### config.mk
export PLATFORM = sky130hd
export DESIGN_NAME = reel_lfsr_bank
export DESIGN_NICKNAME = d
export VERILOG_FILES = /design/src/rtl/reel_lfsr_bank.sv
export SDC_FILE = /design/constraint.sdc
export NUM_CORES = 1
export LEC_CHECK = 0
export CELL_PAD_IN_SITES_DETAIL_PLACEMENT = 1
export CELL_PAD_IN_SITES_GLOBAL_PLACEMENT = 1
export CORE_MARGIN = 2
export CORE_UTILIZATION = 43
export DETAILED_ROUTE_END_ITERATION = 7
export PLACE_DENSITY = 0.8
export SYNTH_ARGS = -nofsm -noshare
export SYNTH_HDL_FRONTEND = slang
export SYNTH_SLANG_ARGS = --single-unit
export TNS_END_PERCENT = 100
### constraint.sdc
create_clock -name clk -period 2.1 [get_ports clk]
set_clock_uncertainty 0.2 [all_clocks]
set_input_delay 0.42 -clock clk [delete_from_list [all_inputs] [get_ports clk]]
set_output_delay 0.42 -clock clk [all_outputs]
set_load 0.03 [all_outputs]
### src/rtl/reel_lfsr_bank.sv
// reel_lfsr_bank: three reel LFSRs with entropy mixing, final-symbol latch and win classification
module reel_lfsr_bank #(
  parameter logic [23:0] TICK_DIV   = 24'h0F4240,
  parameter logic [3:0]  SEED0      = 4'h1,
  parameter logic [3:0]  SEED1      = 4'h5,
  parameter logic [3:0]  SEED2      = 4'h9,
  parameter bit          ENTROPY_EN = 1'b1
) (
  input  logic       clk,
  input  logic       reset,
  input  logic       enable0,
  input  logic       enable1,
  input  logic       enable2,
  output logic [3:0] lfsr_out0,
  output logic [3:0] lfsr_out1,
  output logic [3:0] lfsr_out2,
  output logic [8:0] result_sym,
  output logic [1:0] win_code,
  output logic       result_valid
);
  typedef enum logic [1:0] {IDLE, SPIN, SETTLE, REPORT} state_t;
  localparam logic [11:0] SEEDS = {SEED2 == 4'h0 ? 4'h1 : SEED2,
                                   SEED1 == 4'h0 ? 4'h1 : SEED1,
                                   SEED0 == 4'h0 ? 4'h1 : SEED0};
  state_t state, nxt;
  logic [23:0] tick_cnt, settle_cnt;
  logic [3:0] ent;
  logic [2:0] en, en_d, rise, fall, stopped, clr;
  logic [2:0][3:0] lfsr, mix;
  logic [2:0][2:0] sym;
  logic [1:0] win;
  logic tick;
  assign en = {enable2, enable1, enable0};
  assign rise = en & ~en_d;
  assign fall = ~en & en_d;
  assign tick = tick_cnt == TICK_DIV;
  assign {lfsr_out2, lfsr_out1, lfsr_out0} = lfsr;
  // a new spin from IDLE forgets every old stop; a re-spin only forgets its own reel
  assign clr = state == IDLE ? {3{|rise}} : (state == SPIN || state == SETTLE) ? rise : 3'b000;
  always_comb begin
    for (int i = 0; i < 3; i++) mix[i] = (lfsr[i] ^ ent) == 4'h0 ? 4'h1 : lfsr[i] ^ ent;
  end
  always_comb begin
    win = (sym[0] == sym[1] && sym[1] == sym[2]) ? 2'b11 :
          (sym[0] == sym[1] || sym[1] == sym[2] || sym[0] == sym[2]) ? 2'b10 : 2'b00;
  end
  always_ff @(posedge clk or negedge reset) begin
    if (!reset) state <= IDLE;
    else state <= nxt;
  end
  always_comb begin
    nxt = state;
    case (state)
      IDLE:    nxt = |rise ? SPIN : IDLE;
      SPIN:    nxt = (&stopped && !(|rise)) ? SETTLE : SPIN;
      SETTLE:  nxt = |rise ? SPIN : settle_cnt == 24'd0 ? REPORT : SETTLE;
      default: nxt = IDLE;
    endcase
  end
  always_comb begin
    result_valid = state == REPORT;
  end
  always_ff @(posedge clk or negedge reset) begin
    if (!reset) begin
      tick_cnt   <= '0;
      settle_cnt <= '0;
      ent        <= '0;
      en_d       <= '0;
      stopped    <= '0;
      lfsr       <= SEEDS;
      sym        <= '0;
      result_sym <= '0;
      win_code   <= '0;
    end else begin
      tick_cnt   <= tick ? 24'd0 : tick_cnt + 24'd1;
      ent        <= ent + 4'd1;
      en_d       <= en;
      stopped    <= (stopped & ~clr) | fall;
      settle_cnt <= state == SETTLE ? settle_cnt - 24'd1 : TICK_DIV;
      for (int i = 0; i < 3; i++) begin
        if (ENTROPY_EN && rise[i]) lfsr[i] <= mix[i];
        else if (tick && en[i]) lfsr[i] <= {lfsr[i][2:0], lfsr[i][3] ^ lfsr[i][0]};
        if (fall[i]) sym[i] <= lfsr[i][2:0];
      end
      if (nxt == REPORT) begin
        result_sym <= sym;
        win_code   <= win;
      end
    end
  end
endmodule
==> results_dict.tcl, run 1 <==
set metrics [dict create \
    status "complete, but fails checks" \
    violations "setup timing" \
    period_needed_ps 2343 \
    tns_ps -2429 \
    synthMuxAreaShare_pct 4.993 \
    drv_cap 0 \
    cp.required_ps 2150 \
    viasPerCell 5.447 \
    fill_cells 1101 \
    cts_max_path_buffers 2 \
    worst_pin_slew_ps 492.1 \
    synth-seq-area-share_pct 50.34 \
    cts-buffers-inserted 9 \
    yosys.area.top_type "dfrtp_1" \
    insertedDiodeCount 0 \
    synth_edf_count 0 \
    min_period_over_period_pct 111.6 \
    placed_area_mm2 0.005406 \
    yosysWarnings 0 \
    wl_per_cell_um 18.44 \
    synth_top_family_by_area "simple AND/OR/NAND/NOR gates" \
    synth_area_mm2 0.004586 \
    ys_ff_latch 92 \
    gp_congestion 0.8118 \
    synth_fa_ha_area_share_pct 2.183 \
    htree_levels 3 \
    ys_types 49 \
    grt_pass1_wl_um 19580 \
    final_cell_mix "87 x dfrtp_1, 50 x buf_4, 45 x xnor2_1" \
    async_reset_ff_share_pct 100.0 \
    die_w_um 107.3 \
    die_area_mm2 0.01151 \
    grt_max_degree 43 \
    die_h_um 107.3 \
    dr.pass1.iters 5 \
    crit_type "flip-flop to flip-flop" \
    fp.coreArea_mm2 0.01032 \
    area_growth_pct 26.49 \
    num_vias 3524 \
    synth.avg_cell_area_um2 10.76 \
    clk_pin_slew_worst_paths_ps 90 \
    start_util_pct 44.42 \
    layout-drive-gt1-share_pct 24.66 \
    final.setup.worst_slack_ps -243.3 \
    arrival_ps 2390 \
    syn_nets 439 \
    cts_tree "yes" \
    final-setup-viol-count 11 \
    synthFlopType "dfrtp_1" \
    cp_max_fo 11 \
    grt_pass1_vias 3877 \
    ir_drop_v 0.0005422 \
    maxSlewViolCount 0 \
    power.density_mw_per_mm2 933.3 \
    io_buffers 28 \
    max_freq_ghz 0.4268 \
    drtIter0Drc 125 \
    rsz0062_at_grt "yes" \
    final_common_cell "dfrtp_1" \
    cts-root-buf "clkbuf_8" \
    hold_violations 0 \
    final_area_mm2 0.005801 \
    min_path_type "flip-flop to flip-flop" \
    grt_overflow 0 \
    synthXorXnorAreaFrac_pct 11.46 \
    synth-simple-area-share_pct 20.33 \
    ioPinCount 29 \
    crit_path_end_kind "flip-flop" \
    synth_compound_area_share_pct 7.967 \
    netlist_instances 426 \
    register_area_mm2 0.002308 \
    clock-sinks 92 \
    wl_um 11930 \
    multi_input_area_mm2 0.002291 \
    worstSkewPairLatency_ps 360 \
    layout.nets 519 \
    row_count 37 \
    ys_top_cells_by_area "dfrtp_1 47%, xnor2_1 8.6%, mux2_4 3.3%" \
    hpwl_um 8240 \
    synth_top_area_share_pct 47.48 \
    critPathLaunchType "flip-flop" \
    ant_nets 0 \
    leakagePower_nw 2.542 \
    drc 0 \
    relSlewSlack_pct 67.13 \
    antenna_found_initial 0 \
    grt_usage_pct 21.54 \
]
-- stage by stage --
step / total power, mW / instances / hold slack, ps / setup WS [ps] / util, %
CTS: 5.448 / 645 / 290.6 / -271.5 / 55.10
floorplan: 3.271 / 426 / -75.59 / -189.8 / -
global placement: 3.908 / 628 / 187.7 / -549.9 / 52.37
finish: 5.414 / 647 / 284.1 / -243.3 / 56.19
global route: 5.673 / 647 / 307.3 / -295.6 / 56.19
detailed placement: 4.002 / 628 / 180.6 / -673.4 / 52.37
-- cells in the mapped netlist (3+ instances only) --
cell,count
dfrtp_1,87
nor2b_1,6
a31o_2,3
ha_1,8
o221ai_1,3
dfstp_2,5
xor2_1,15
inv_1,18
a32o_1,3
nand3_1,26
and3_1,4
o21ai_0,12
nor4_1,9
a2bb2oi_1,6
o31ai_1,4
and4_1,3
nor3_1,13
clkbuf_1,11
nand2_1,35
nor2_1,30
mux2_2,6
a211oi_1,6
nand4_1,8
or3_1,5
mux2_4,10
xnor2_1,45
a22oi_1,3
and2_1,15
-- critical path: stages, from the launching register on --
cell	delay (ps)
dfrtp_1	390
or3_4	390
or4b_4	530
nor3_4	170
o21ai_2	90
buf_12	160
mux2_4	310
-- sequential cells by signal (all words and copies together), names as in the netlist, 4 cells and up --
register and cells:
settle_cnt 24, tick_cnt 24, result_sym 9, sym 9, ent 4, lfsr_out0 4, lfsr_out1 4, lfsr_out2 4
-- area by class of cell --
class                      instances  share of cell area (%)
sequential                        92                   39.80
multi-input combinational        304                   39.50
timing repair buffer              81                   12.38
tap                              136                   2.934
clock buffer                       9                   2.135
clock inverter                     7                   2.092
inverter                          18                   1.165
-- repair_timing --
action | CTS | global route
hold endpoints to repair | 21 | 0
cloned | 0 | 1
hold buffers | 1 | 0
pin swaps | 0 | 1
resized for setup | 16 | 19
endpoints found under the setup margin | 40 | 35
setup buffers | 0 | 1
-- power breakdown --
part           total (mW)  switching, mW  internal, mW
combinational        1.63          0.860         0.771
sequential           2.33          0.271          2.06
clock                1.45          0.655         0.800
total                5.41           1.79          3.63
-- routing by layer --
| layer | GRT usage (%) | vias to the layer above | wire length (µm) |
|---|---|---|---|
| li1 | - | 1647 | - |
| met1 | 27.95 | 1813 | 5377 |
| met2 | 37.48 | 52 | 6100 |
| met3 | 4.237 | 12 | 330 |
| met4 | 4.453 | 0 | 121 |
| met5 | 0 | - | 0 |
-- logic make-up (layout without fill, tap and decap cells) --
| kind of cell | Yosys count | in the layout |
|---|---|---|
| mux | 17 | 17 |
| xor+xnor | 60 | 60 |
| fa+ha+maj | 8 | 8 |
| compound gates | 49 | 49 |
| simple gates | 169 | 170 |
| buf+inv | 31 | 115 |
| flops | 92 | 92 |
-- path summary, 6_finish.rpt --
kind,start,endpoint,slack [ps],cells past startpoint
max,settle_cnt[19]$_DFF_PN0_,result_sym[1]$_DFFE_PN0N_,-240,6
min,tick_cnt[23]$_DFF_PN0_,tick_cnt[23]$_DFF_PN0_,280,1
max reg2reg,settle_cnt[19]$_DFF_PN0_,result_sym[1]$_DFFE_PN0N_,-240,6
min reg2reg,tick_cnt[23]$_DFF_PN0_,tick_cnt[23]$_DFF_PN0_,280,1
max in group asynchronous,reset,lfsr_out2[3]$_DFFE_PN1P_,760,3
min in group asynchronous,reset,settle_cnt[23]$_DFF_PN0_,320,2
Note: power is estimated with default switching activity, not from simulation.
==> run 2, diff against run 1 <==
- CORE_ASPECT_RATIO: default -> 0.9
==> run 2 against run 1 <==
  * The flow still finishes with violations (setup timing)
  * Clock power up 14%
  * Power up 4.6%
  * Cell area up 2.4%
  * Non-clock buffer count up 7
  * Hold slack about the same
  * Sequential cell count unchanged
  * Global-route usage up 0.46 points
  * Sequential power about the same
  * Highest routed layer unchanged
  * Final cell count unchanged
  * Register-to-register slack better by 20 ps
  * Sequential share of layout area down 0.92 points
  * First-iteration DRC count down 0.80%
==> results_dict.tcl, run 2 (synthesis results as in run 1) <==
set metrics [dict create \
    status "complete, but fails checks" \
    violations "setup timing" \
    die_w_um 112.9 \
    utilization_pct 57.70 \
    worstSkewPairLatency_ps 340 \
    final-setup-viol-count 12 \
    die_area_mm2 0.01151 \
    final_cell_mix "87 x dfrtp_1, 57 x buf_4, 45 x xnor2_1" \
    tns_ps -2430 \
    final_common_cell "dfrtp_1" \
    holdWs_ps 284.0 \
    antenna_found_initial 0 \
    layout-drive-gt1-share_pct 26.25 \
    io_buffers 28 \
    grt_pass1_wl_um 20070 \
    ir_drop_v 0.0008126 \
    cts-buffers-inserted 9 \
    htree_levels 3 \
    finalPower_mw 5.661 \
    cts_max_path_buffers 2 \
    fp.coreArea_mm2 0.01029 \
    crit_path_end_kind "flip-flop" \
    gp_congestion 0.8848 \
    start_util_pct 44.56 \
    ant_nets 0 \
    wl_per_cell_um 19.34 \
    min_period_over_period_pct 110.5 \
    clock-sinks 92 \
    dp_cells 625 \
    die_h_um 102.0 \
    cpMaxStageDelayCell "or4b_4" \
    clk_pin_slew_worst_paths_ps 70 \
    worst-path-buf-inv 1 \
    drv_cap 0 \
    leakagePower_nw 2.593 \
    cts-root-buf "clkbuf_16" \
    arrival_ps 2350 \
    cp.required_ps 2130 \
    relSlewSlack_pct 65.97 \
    hpwl_um 8283 \
    drc 0 \
    critPathLaunchType "flip-flop" \
    grt_overflow 0 \
    dr.pass1.iters 4 \
    period_needed_ps 2320 \
    cp_max_fo 11 \
    reg_top3 "settle_cnt (24), tick_cnt (24)" \
    max_freq_ghz 0.4311 \
    drtIter0Drc 124 \
    power.density_mw_per_mm2 953.3 \
    rsz0062_at_grt "yes" \
    cts_tree "yes" \
    crit_chain "or3_4 -> or4b_4 -> nor3_4 -> o21ai_2 -> buf_12 -> mux2_4" \
    grt_pass1_vias 3859 \
    worst_pin_slew_ps 505.9 \
    grt_usage_pct 22.01 \
    min_path_type "flip-flop to flip-flop" \
    row_count 35 \
    hold_violations 0 \
    area_growth_pct 29.50 \
    wl_um 12510 \
    insertedDiodeCount 0 \
    layout.nets 526 \
    num_vias 3601 \
    viasPerCell 5.566 \
    worst_path_dominant_cell_family "simple AND/OR/NAND/NOR gates" \
    crit_type "flip-flop to flip-flop" \
    slowest_delay_ps 540 \
    final.setup.worst_slack_ps -219.7 \
    grt_max_degree 38 \
    ioPinCount 29 \
    stdcell_count 647 \
    maxSlewViolCount 0 \
    fill_cells 1088 \
]
[run 2: stage by stage]
step                      area, µm²  worst slack, ps
after global placement         5428           -504.9
after detailed placement       5428           -568.5
final                          5938           -219.7
after floorplan                4586           -189.8
after global routing           5938           -274.4
after CTS                      5759           -225.4
[run 2: final timing paths]
kind,cells after the start,from,slack (ps),end
max in group asynchronous,3,reset,750,lfsr_out2[3]$_DFFE_PN1P_
hold reg to reg,1,settle_cnt[0]$_DFF_PN0_,280,settle_cnt[0]$_DFF_PN0_
setup / recovery,6,settle_cnt[19]$_DFF_PN0_,-220,win_code[0]$_DFFE_PN0N_
setup reg to reg,6,settle_cnt[19]$_DFF_PN0_,-220,win_code[0]$_DFFE_PN0N_
min in group asynchronous,2,reset,350,settle_cnt[7]$_DFF_PN0_
hold / removal,1,settle_cnt[0]$_DFF_PN0_,280,settle_cnt[0]$_DFF_PN0_
[run 2: what timing repair did]
item / 4_1_cts / 5_1_grt
gates resized for setup: 12 / 29
setup buffers: 1 / 3
hold buffers: 1 / 0
setup endpoints to repair: 37 / 37
endpoints found under the hold margin: 21 / 0
pin swaps: 0 / 7
gates cloned: 0 / 1
[run 2: power breakdown]
group	leakage, nW	internal (mW)	switching, mW
combinational	1.31	0.802	0.873
sequential	1.14	2.06	0.277
clock	0.144	0.953	0.696
total	2.59	3.82	1.85
[run 2: final cells by class]
| type | count | area [µm²] | area share, % |
|---|---|---|---|
| multi-input cells | 304 | 2326 | 39.17 |
| flip-flops and latches | 92 | 2308 | 38.87 |
| repair buffers | 88 | 772.0 | 13.00 |
| clock buffers | 10 | 239.0 | 4.024 |
| well taps | 129 | 161.4 | 2.718 |
| inverters | 18 | 67.56 | 1.138 |
| clock inverters | 6 | 63.81 | 1.075 |
[run 2: worst reg2reg max path: stages (launching register included)]
cell	delay (ps)
dfrtp_1	380
or3_4	390
or4b_4	540
nor3_4	150
o21ai_2	90
buf_12	160
mux2_4	310
[run 2: metal layers]
layer	vias to the layer above	GRT usage (%)	part of all wire [%]
li1	1662	-	-
met1	1859	29.37	45
met2	64	36.85	51
met3	16	4.923	3.2
met4	0	5.629	1.0
met5	-	0	0
==> run 3, diff against run 2 <==
- CORE_ASPECT_RATIO: 0.9 -> 1.75
==> run 3 against run 2 <==
  * The run still ends with setup timing left
  * Final cell count fell by 2.0%
  * Worst setup slack got worse by 54 ps
  * Utilization fell by 1.5 points
  * Clock power rose by 2%
  * Clock-buffer cell count fell by 1
  * Register-to-register slack got worse by 50 ps
  * Critical endpoint is now win_code[1]$_DFFE_PN0N_
  * Largest cell class unchanged
  * Largest power group unchanged
==> results_dict.tcl, run 3 (synthesis results as in run 1) <==
set metrics [dict create \
    layout-drive-gt1-share_pct 23.87 \
    antenna_found_initial 0 \
    crit_type "flip-flop to flip-flop" \
    cp_max_fo 11 \
    setup.worst_path.start "settle_cnt[19]$_DFF_PN0_" \
    stdcell_count 634 \
    grt_pass1_vias 3997 \
    arrival_ps 2400 \
    crit_path_end_kind "flip-flop" \
    dp_cells 614 \
    ir_drop_v 0.0006921 \
    critPathLaunchType "flip-flop" \
    power.density_mw_per_mm2 979.5 \
    finalPower_mw 5.701 \
    ioPinCount 29 \
    max_freq_ghz 0.4213 \
    cts-buffers-inserted 9 \
    cp-endpoint "win_code[1]$_DFFE_PN0N_" \
    insertedDiodeCount 0 \
    grt_util_met1_pct 23.56 \
    grt_max_degree 93 \
    drtIter0Drc 176 \
    ant_nets 0 \
    layout.nets 515 \
    status "complete, but fails checks" \
    busiest_layer "met2" \
    worstSkewPairLatency_ps 340 \
    grt_usage_pct 22.40 \
    reg2reg_depth 6 \
    use_met3_pct 3.905 \
    final_common_cell "dfrtp_1" \
    min_period_over_period_pct 113.0 \
    row_count 49 \
    cts_tree "yes" \
    maxSlewViolCount 0 \
    cp.required_ps 2130 \
    grt_pass1_wl_um 19840 \
    r2r_end "win_code[1]$_DFFE_PN0N_" \
    grt_overflow 0 \
    cpMaxStageDelayCell "or4b_4" \
    hold_violations 0 \
    final.setup.worst_slack_ps -273.5 \
    slowest_delay_ps 540 \
    min_path_type "flip-flop to flip-flop" \
    final_cell_mix "87 x dfrtp_1, 45 x xnor2_1, 45 x buf_4" \
    utilization_pct 56.18 \
    clock-sinks 92 \
    viasPerCell 5.595 \
    worst_path_dominant_cell_family "simple AND/OR/NAND/NOR gates" \
    fill_cells 1099 \
    crit_chain "or3_4 -> or4b_4 -> nor3_4 -> o21ai_2 -> buf_12 -> mux2_4" \
    fp.coreArea_mm2 0.01036 \
    cts_max_path_buffers 2 \
    worst_pin_slew_ps 520.9 \
    drc 0 \
    clk_pin_slew_worst_paths_ps 70 \
    hpwl_um 8298 \
    drv_cap 0 \
    die_area_mm2 0.01154 \
    rsz0062_at_grt "yes" \
    die_h_um 140.6 \
    rrSetupSlack_ps -270 \
    period_needed_ps 2373 \
    leakagePower_nw 2.538 \
    r2r_start "settle_cnt[19]$_DFF_PN0_" \
    htree_levels 3 \
    num_vias 3547 \
    die_w_um 82.07 \
    path_depth 6 \
    start_util_pct 44.26 \
    gp_congestion 0.7889 \
    met2_usage_pct 41.81 \
    io_buffers 28 \
    final-setup-viol-count 11 \
    worst-path-buf-inv 1 \
    area_growth_pct 26.93 \
    dr.pass1.iters 4 \
    violations "setup timing" \
    wl_um 12280 \
    cts-root-buf "clkbuf_16" \
    relSlewSlack_pct 65.27 \
    wl_per_cell_um 19.38 \
    reg_top3 "settle_cnt (24), tick_cnt (24)" \
]
-- run 3: changes by cell type in the layout (fill, tap and decap cells not counted), moves of 2 or more --
cell / delta
buf_12: -2
buf_6: +2
o31ai_1: +3
clkinv_2: -2
clkdlybuf4s50_1: -2
clkinv_4: +3
nor3_1: +2
o31ai_2: -3
clkinvlp_4: -2
dlygate4sd2_1: +3
buf_4: -12
-- run 3: worst min path at each step --
stage / slack [ps] / from / cells after the start / endpoint
global placement: 260 / settle_cnt[0]$_DFF_PN0_ / 1 / settle_cnt[0]$_DFF_PN0_
global route: 330 / settle_cnt[0]$_DFF_PN0_ / 1 / settle_cnt[0]$_DFF_PN0_
finish: 290 / settle_cnt[0]$_DFF_PN0_ / 1 / settle_cnt[0]$_DFF_PN0_
CTS: 290 / tick_cnt[23]$_DFF_PN0_ / 1 / tick_cnt[23]$_DFF_PN0_
detailed placement: 280 / tick_cnt[23]$_DFF_PN0_ / 1 / tick_cnt[23]$_DFF_PN0_
floorplan: -80 / reset / 0 / en_d[0]$_DFF_PN0_
-- run 3: report_power, final --
group          internal [mW]  switching [mW]
clock network          0.944           0.747
registers               2.06           0.297
logic                  0.768           0.885
total                   3.77            1.93
-- run 3: repair_timing --
item | CTS | global route
pin swaps | 0 | 6
resized for setup | 16 | 26
gates cloned | 0 | 1
hold endpoints to repair | 87 | 0
buffers inserted | 0 | 2
hold buffers | 1 | 0
endpoints found under the setup margin | 31 | 36
-- run 3: final cells by class --
type                            instances  area, µm²  area share, %
Inverter                               18      67.56          1.161
Tap cell                              127      158.9          2.730
Clock inverter                          7      85.08          1.462
Clock buffer                            9      225.2          3.869
Timing Repair Buffer                   77      663.1          11.39
Multi-Input combinational cell        304       2312          39.72
Sequential cell                        92       2308          39.66
-- run 3: per-stage QoR --
stage | area, µm² | hold slack [ps] | setup TNS [ps] | worst slack (ps)
3_5_place_dp | 5335 | 276.1 | -8420 | -700.2
3_3_place_gp | 5335 | 263.6 | -6348 | -559.8
6_report | 5821 | 286.5 | -2892 | -273.5
2_1_floorplan | 4586 | -75.59 | -1947 | -189.8
4_1_cts | 5667 | 289.0 | -3201 | -301.0
5_1_grt | 5821 | 326.7 | -4161 | -330.2
-- run 3: metal layers --
layer | vias to the layer above | wire length (µm)
met5 | - | 0
met4 | 0 | 370
met3 | 31 | 262
met2 | 61 | 7147
met1 | 1813 | 4502
li1 | 1642 | -
